--- src/rtl/ts_int_sched_if.sv ---
// ts_int_sched_if: raster/strobe inputs, register write port and interrupt
// strobe outputs of the raster interrupt scheduler, grouped as one bundle.
// The master side drives raster timing and register writes; the slave side
// (the scheduler) returns the INT start strobes, INTMASK and the line number.
interface ts_int_sched_if #(
    parameter int VCNT_W  = 9,
    parameter int HSINT_W = 8
);
    logic               line_start;
    logic               frame_start;
    logic [HSINT_W-1:0] hcnt;
    logic               dma_done;
    logic               wr_en;
    logic [2:0]         wr_addr;
    logic [7:0]         wr_data;
    logic               int_start_frm;
    logic               int_start_lin;
    logic               int_start_dma;
    logic [7:0]         intmask;
    logic [VCNT_W-1:0]  vline;

    modport master (
        output line_start, frame_start, hcnt, dma_done, wr_en, wr_addr, wr_data,
        input  int_start_frm, int_start_lin, int_start_dma, intmask, vline
    );

    modport slave (
        input  line_start, frame_start, hcnt, dma_done, wr_en, wr_addr, wr_data,
        output int_start_frm, int_start_lin, int_start_dma, intmask, vline
    );
endinterface

--- src/rtl/ts_int_sched.sv ---
// ts_int_sched: raster-position interrupt scheduler feeding the Z80 interrupt
// controller. Tracks the video line, raises a frame INT when the raster reaches
// the programmed (VSINT, HSINT) point, raises line INTs (optionally decimated by
// LSTEP) and turns the DMA-complete edge into a strobe. Also holds INTMASK.
//
// Build option: define INT_SCHED_LSTEP_EN to implement the LSTEP register and
// the line-INT decimation counter. Without it every line start produces a line
// INT and register address 4 is ignored.
//
// VSINT is written as a low byte (address 1) plus bit 8 (address 2), so VCNT_W
// is expected to be 9.
module ts_int_sched #(
    parameter int VCNT_W  = 9,
    parameter int VTOTAL  = 320,
    parameter int HSINT_W = 8
) (
    input  logic          clk,
    input  logic          res,
    ts_int_sched_if.slave bus
);
    localparam logic [VCNT_W-1:0] LP_VLAST  = VCNT_W'(VTOTAL - 1);
    localparam logic [VCNT_W:0]   LP_VTOTAL = (VCNT_W + 1)'(VTOTAL);
    localparam logic [VCNT_W-1:0] LP_VZERO  = VCNT_W'(0);
    localparam logic [VCNT_W-1:0] LP_VONE   = VCNT_W'(1);

    localparam logic [2:0] LP_A_HSINT = 3'd0;
    localparam logic [2:0] LP_A_VSLO  = 3'd1;
    localparam logic [2:0] LP_A_VSHI  = 3'd2;
    localparam logic [2:0] LP_A_MASK  = 3'd3;

    logic [HSINT_W-1:0] r_hsint;
    logic [VCNT_W-1:0]  r_vsint;
    logic [7:0]         r_intmask;
    logic [VCNT_W-1:0]  r_vline;
    logic [VCNT_W-1:0]  w_vline_nxt;
    logic               r_frm_hit;
    logic               r_dma;
    logic               r_int_frm;
    logic               r_int_lin;
    logic               r_int_dma;
    logic               w_vsint_ok;
    logic               w_frm_hit;
    logic               w_lin_fire;
    logic               w_dma_rise;

    // Configuration registers; a write becomes visible on the cycle after the strobe.
    always_ff @(posedge clk or posedge res) begin
        if (res) begin
            r_hsint   <= {HSINT_W{1'b0}};
            r_vsint   <= {VCNT_W{1'b0}};
            r_intmask <= 8'h01;
        end else if (bus.wr_en) begin
            case (bus.wr_addr)
                LP_A_HSINT: r_hsint      <= HSINT_W'(bus.wr_data);
                LP_A_VSLO:  r_vsint[7:0] <= bus.wr_data;
                LP_A_VSHI:  r_vsint[8]   <= bus.wr_data[0];
                LP_A_MASK:  r_intmask    <= bus.wr_data;
                default:    ;
            endcase
        end
    end

    // Next line number: frame start forces line 0, a line start advances and wraps.
    always_comb begin
        w_vline_nxt = r_vline;
        if (bus.frame_start) begin
            w_vline_nxt = LP_VZERO;
        end else if (bus.line_start) begin
            if (r_vline == LP_VLAST) begin
                w_vline_nxt = LP_VZERO;
            end else begin
                w_vline_nxt = r_vline + LP_VONE;
            end
        end else begin
            w_vline_nxt = r_vline;
        end
    end

    // Line counter register.
    always_ff @(posedge clk or posedge res) begin
        if (res) begin
            r_vline <= {VCNT_W{1'b0}};
        end else begin
            r_vline <= w_vline_nxt;
        end
    end

    // A VSINT beyond the last line can never be reached, so it never matches.
    assign w_vsint_ok = ({1'b0, r_vsint} < LP_VTOTAL);
    assign w_frm_hit  = w_vsint_ok && (r_vline == r_vsint) && (bus.hcnt == r_hsint);
    assign w_dma_rise = bus.dma_done && !r_dma;

`ifdef INT_SCHED_LSTEP_EN
    localparam logic [2:0] LP_A_LSTEP = 3'd4;

    logic [7:0] r_lstep;
    logic [7:0] r_lctr;
    logic [7:0] w_lctr_nxt;

    // LSTEP register; a new step is only picked up at the next counter reload.
    always_ff @(posedge clk or posedge res) begin
        if (res) begin
            r_lstep <= 8'h00;
        end else if (bus.wr_en && (bus.wr_addr == LP_A_LSTEP)) begin
            r_lstep <= bus.wr_data;
        end
    end

    // Line decimation: frame start always fires and reloads; other lines fire when the countdown is spent.
    always_comb begin
        w_lin_fire = 1'b0;
        w_lctr_nxt = r_lctr;
        if (bus.frame_start) begin
            w_lin_fire = 1'b1;
            w_lctr_nxt = r_lstep;
        end else if (bus.line_start) begin
            if (r_lctr == 8'h00) begin
                w_lin_fire = 1'b1;
                w_lctr_nxt = r_lstep;
            end else begin
                w_lin_fire = 1'b0;
                w_lctr_nxt = r_lctr - 8'h01;
            end
        end else begin
            w_lin_fire = 1'b0;
            w_lctr_nxt = r_lctr;
        end
    end

    // Line-step countdown register.
    always_ff @(posedge clk or posedge res) begin
        if (res) begin
            r_lctr <= 8'h00;
        end else begin
            r_lctr <= w_lctr_nxt;
        end
    end
`else
    // No decimation: every line start (including the frame's first line) fires.
    always_comb begin
        w_lin_fire = bus.frame_start || bus.line_start;
    end
`endif

    // Edge history for the frame match and the DMA busy level.
    always_ff @(posedge clk or posedge res) begin
        if (res) begin
            r_frm_hit <= 1'b0;
            r_dma     <= 1'b0;
        end else begin
            r_frm_hit <= w_frm_hit;
            r_dma     <= bus.dma_done;
        end
    end

    // Single-cycle INT start strobes, one clock after their triggering condition.
    always_ff @(posedge clk or posedge res) begin
        if (res) begin
            r_int_frm <= 1'b0;
            r_int_lin <= 1'b0;
            r_int_dma <= 1'b0;
        end else begin
            r_int_frm <= w_frm_hit && !r_frm_hit;
            r_int_lin <= w_lin_fire;
            r_int_dma <= w_dma_rise;
        end
    end

    assign bus.int_start_frm = r_int_frm;
    assign bus.int_start_lin = r_int_lin;
    assign bus.int_start_dma = r_int_dma;
    assign bus.intmask       = r_intmask;
    assign bus.vline         = r_vline;
endmodule

--- src/flat_wrapper.sv ---
// flat-port wrapper written by rule: the top's interface ports become plain ports
module ts_int_sched_flat 
#(
    parameter int VCNT_W  = 9,
    parameter int VTOTAL  = 320,
    parameter int HSINT_W = 8
)
  (clk, res, bus_line_start, bus_frame_start, bus_hcnt, bus_dma_done, bus_wr_en, bus_wr_addr, bus_wr_data, bus_int_start_frm, bus_int_start_lin, bus_int_start_dma, bus_intmask, bus_vline);
  ts_int_sched_if #(.VCNT_W(VCNT_W), .HSINT_W(HSINT_W)) bus_i ();
  input  logic clk;
  input  logic res;
  input wire logic [$bits(bus_i.line_start)-1:0] bus_line_start;
  input wire logic [$bits(bus_i.frame_start)-1:0] bus_frame_start;
  input wire logic [$bits(bus_i.hcnt)-1:0] bus_hcnt;
  input wire logic [$bits(bus_i.dma_done)-1:0] bus_dma_done;
  input wire logic [$bits(bus_i.wr_en)-1:0] bus_wr_en;
  input wire logic [$bits(bus_i.wr_addr)-1:0] bus_wr_addr;
  input wire logic [$bits(bus_i.wr_data)-1:0] bus_wr_data;
  output wire logic [$bits(bus_i.int_start_frm)-1:0] bus_int_start_frm;
  output wire logic [$bits(bus_i.int_start_lin)-1:0] bus_int_start_lin;
  output wire logic [$bits(bus_i.int_start_dma)-1:0] bus_int_start_dma;
  output wire logic [$bits(bus_i.intmask)-1:0] bus_intmask;
  output wire logic [$bits(bus_i.vline)-1:0] bus_vline;
  assign bus_i.line_start = bus_line_start;
  assign bus_i.frame_start = bus_frame_start;
  assign bus_i.hcnt = bus_hcnt;
  assign bus_i.dma_done = bus_dma_done;
  assign bus_i.wr_en = bus_wr_en;
  assign bus_i.wr_addr = bus_wr_addr;
  assign bus_i.wr_data = bus_wr_data;
  assign bus_int_start_frm = bus_i.int_start_frm;
  assign bus_int_start_lin = bus_i.int_start_lin;
  assign bus_int_start_dma = bus_i.int_start_dma;
  assign bus_intmask = bus_i.intmask;
  assign bus_vline = bus_i.vline;
  ts_int_sched #(.VCNT_W(VCNT_W), .VTOTAL(VTOTAL), .HSINT_W(HSINT_W)) u_core (.clk(clk), .res(res), .bus(bus_i));
endmodule
--- config.mk ---
export PLATFORM = sky130hd
export DESIGN_NAME = ts_int_sched_flat
export DESIGN_NICKNAME = d
export VERILOG_FILES = /design/src/rtl/ts_int_sched_if.sv /design/src/rtl/ts_int_sched.sv /design/src/flat_wrapper.sv
export SDC_FILE = /design/constraint.sdc
export NUM_CORES = 1
export LEC_CHECK = 0
export CORE_UTILIZATION = 45
export DETAILED_ROUTE_END_ITERATION = 10
export GPL_TIMING_DRIVEN = 0
export PLACE_DENSITY_LB_ADDON = 0.12
export SYNTH_ARGS = -nofsm -noshare
export SYNTH_HDL_FRONTEND = slang
export SYNTH_SLANG_ARGS = --single-unit
--- constraint.sdc ---
create_clock -name clk -period 1.7 [get_ports clk]
set_input_delay 0.34 -clock clk [delete_from_list [all_inputs] [get_ports clk]]
set_output_delay 0.34 -clock clk [all_outputs]
set_load 0.1 [all_outputs]
==> metrics.md <==
| Metric | Value |
|---|---|
| Outcome | `finished, final reports clean` |
| Routed wire length | `roughly 3500 µm` |
| Drt initial violations | `35` |
| Register area share after synthesis | `0.557` |
| TritonCTS clock tree | `built` |
| Worst hold margin | `396 ps` |
| Crit start category | `flop` |
| Clock buffer depth | `2` |
| Hold Path Depth | `1` |
| R2R setup slack | `210 ps` |
| Required time of the critical path | `1360 ps` |
| Input/output buffers | `44` |
| Fin nets | `roughly 220` |
| Routed len/inst | `14.8 µm` |
| RSZ-0062 raised after global routing | `false` |
| FMAX | `roughly 600 MHz` |
| Cell variety after synth | `29` |
| ANT nets after route | `0` |
| Io pins | `45` |
| Net count after synthesis | `162` |
| Initial antenna violation count | `0` |
| Fillcell total | `~300` |
| Crit-path slowest cell | `clkdlybuf4s15_2` |
| Total Routing Usage GR | `0.200` |
| Yosys reg bits | `39` |
| Final instance area | `2420 µm²` |
| Critical-path cell list | `clkdlybuf4s15_2` |
| Total core area | `3690 µm²` |
| Avg Cell Area, Syn | `12.9 µm²` |
| Reg2reg end | `u_core.bus.int_start_frm$_DFF_PP0_` |
| First-pass GRT wire length | `6030 µm` |
| Placement Cell Area | `2260 µm²` |
| Clk root buf | `clkbuf_8` |
| # DRC | `0` |
| Die Y | `64.4 µm` |
| Slew HR | `0.471` |
| Layout cells sized above 1 | `0.366` |
| Initial Util | `0.475` |
| Syn Inst Count | `136` |
| Switching power total | `around 0.93 mW` |
| Routed vias/inst | `5.07` |
| Detailed Place HPWL | `2550 µm` |
| P&R area growth vs syn | `38.2%` |
| CP delay by family, top | `buffers and inverters` |
| Final Setup Violations | `0` |
| Std cell rows | `22` |
| CTS clk-pin slew, worst paths | `70 ps` |
| Clock latency on the worst-skew pair | `290 ps` |
| Final max-slew violation count | `0` |
| Hold_buf cts | `0` |
| LEAKAGE | `0.976 nW` |
| VDD IR max | `0.775 mV` |
| GRT Residual Overflow | `0` |
| Hold Path Class | `reg -> reg` |
| Internal power | `1.83 mW` |
| Switch share | `0.337` |
| Fraction of power consumed by sequential logic | `0.423` |
| Worst-Margin Slew | `793 ps` |
| Worst Skew | `approximately 5.4 ps` |
| R2r startpoint | `u_core.r_hsint[4]$_DFFE_PP0P_` |
| Worst reg2reg path depth | `4` |
| PD cells | `1140 nW/µm²` |
| Crit path DAT | `1320 ps` |
| N_diodes | `0` |
| Logic pwr share | `0.293` |
| Final cycle utilization of the critical path | `0.976` |
| Hold Startpoint | `u_core.r_dma$_DFF_PP0_` |
| Gpl congestion | `roughly 0.76` |
| Fin util | `0.657` |
| YS warnings | `0` |
| Pin count of the biggest net entering global routing | `40` |
| Maxcap violations | `0` |
| H-tree depth | `2` |
| Cell Area, Synth | `around 1800 µm²` |
| Die Wd | `64.4 µm` |
| Sink Count | `39` |
| Clk network pwr share | `0.285` |
| WHS Endpoint | `u_core.bus.int_start_dma$_DFF_PP0_` |
| TritonCTS buffer count | `5` |
| Die area | `4150 µm²` |
| Period minus WS final | `between 1500 and 2000 ps` |
| CP max stage delay | `590 ps` |
| Vias in the first global route | `1256` |
| Crit path max fanout | `5` |
| WP buf/inv | `1` |
| Final Hold Fails | `0` |
| First drt pass iteration count | `4` |
| DR vias | `1211` |
| Critical path class | `reg -> out` |
| Crit end category | `primary output` |
## per-stage QoR
stage	instances	TNS (ps)	power (mW)	worst slack, ps
after CTS	238	0	2.78	24.1
after floorplan	136	0	1.77	5.15
final	239	0	2.75	40.6
after detailed placement	228	-10460	2.01	-374
after global routing	239	0	2.89	9.34
after global placement	228	-21490	1.99	-425
## registers in the layout, indices dropped and copies added (netlist names)
| name | flops |
|---|---|
| u_core.r_frm_hit | 1 |
| u_core.bus.int_start_dma | 1 |
| u_core.bus.int_start_frm | 1 |
| u_core.bus.vline | 9 |
| u_core.r_dma | 1 |
| u_core.r_hsint | 8 |
| u_core.r_vsint | 9 |
| u_core.bus.int_start_lin | 1 |
| u_core.bus.intmask | 8 |
## per-layer routing
metal  share of wire  global-route usage  wire length, µm  up-vias
met5               0                   0                0        -
met4           0.015              0.0750               53        0
met3           0.048              0.0581              171        5
met2            0.50               0.334             1750       35
met1            0.44               0.244             1560      589
li1                -                   -                -      582
## power groups by stage
| stage | Combinational (mW) | Clock [mW] | Sequential, mW |
|---|---|---|---|
| finish | 0.806 | 0.784 | 1.16 |
| global route | 0.850 | 0.853 | 1.18 |
| CTS | 0.811 | 0.803 | 1.17 |
| detailed placement | 0.825 | 0 | 1.18 |
| global placement | 0.813 | 0 | 1.18 |
| floorplan | 0.239 | 0 | 1.53 |
## area by class of cell
type                       instances  area, µm²  area share
buffer                             1       5.00     0.00207
clock buffer                       6       82.6      0.0341
clock inverter                     2       35.0      0.0145
inverter                           6       22.5     0.00930
multi-input combinational         90        748       0.309
sequential                        39        987       0.408
tap                               48       60.1      0.0248
timing repair buffer              47        482       0.199
## worst max-delay path by stage
stage,start,slack [ps],cells past startpoint,endpoint
global route,u_core.bus.vline[7]$_DFFE_PP0P_,9,1,bus_vline[7]
floorplan,u_core.bus.vline[7]$_DFFE_PP0P_,5,4,u_core.bus.int_start_frm$_DFF_PP0_
global placement,res,-430,2,u_core.bus.vline[5]$_DFFE_PP0P_
detailed placement,bus_wr_addr[1],-370,3,u_core.r_hsint[0]$_DFFE_PP0P_
CTS,bus_wr_addr[2],20,3,u_core.bus.intmask[7]$_DFFE_PP0P_
finish,u_core.bus.vline[7]$_DFFE_PP0P_,40,1,bus_vline[7]
## Yosys cell counts
cell	instances	share of area
dfrtp_1	38	0.54
a31o_2	1	0.0050
or4_4	1	0.0064
nor3_1	2	0.0057
o22ai_1	1	0.0036
ha_1	1	0.0071
nor2b_1	1	0.0036
nor2_1	12	0.026
mux2i_1	1	0.0057
inv_1	6	0.013
a21oi_1	1	0.0029
nand4_1	4	0.014
mux2_2	23	0.15
nand2b_1	1	0.0036
mux2_1	1	0.0064
o21ai_0	2	0.0057
nor4_2	1	0.0071
nand3_1	1	0.0029
xor2_1	9	0.045
nor4_1	2	0.0071
nand4b_1	1	0.0050
xnor2_1	14	0.070
nor3_2	1	0.0057
nor4bb_1	2	0.011
nor4b_4	1	0.014
buf_2	1	0.0029
nand2_1	5	0.011
o2111ai_1	1	0.0050
dfstp_2	1	0.015
## cell usage in the layout, fill, tap and decap left out, drive strengths merged
| cell | count |
|---|---|
| nor2b | 1 |
| nand4b | 1 |
| buf | 5 |
| nand2b | 1 |
| xnor2 | 14 |
| nand2 | 5 |
| o22ai | 1 |
| nor4 | 3 |
| nor4b | 1 |
| nor4bb | 2 |
| nand3 | 1 |
| a31o | 1 |
| dfstp | 1 |
| a21oi | 1 |
| clkdlybuf4s50 | 24 |
| xor2 | 9 |
| inv | 6 |
| or4 | 1 |
| o2111ai | 1 |
| o21ai | 2 |
| bufinv | 1 |
| ha | 1 |
| clkdlybuf4s15 | 19 |
| nor2 | 12 |
| nor3 | 3 |
| mux2i | 1 |
| nand4 | 4 |
| mux2 | 24 |
| clkbuf | 6 |
| dfrtp | 38 |
| clkinv | 1 |
## cells by family after synthesis
| logic type | Yosys count | synth area share |
|---|---|---|
| AOI/OAI and AO/OA | 6 | 0.0221 |
| xor gates and xnor gates | 23 | 0.115 |
| adders and majority gates | 1 | 0.00714 |
| buffers and inverters | 7 | 0.0157 |
| DFF | 39 | 0.557 |
| muxes | 25 | 0.160 |
| and+or+nand+nor | 35 | 0.123 |
## what timing repair did
action / in CTS / in global routing
setup buffers: 2 / 1
endpoints found under the setup margin: 28 / 8
pin swaps: 1 / 0
gates resized for setup: 62 / 0
(Power assumes the default switching activity.)
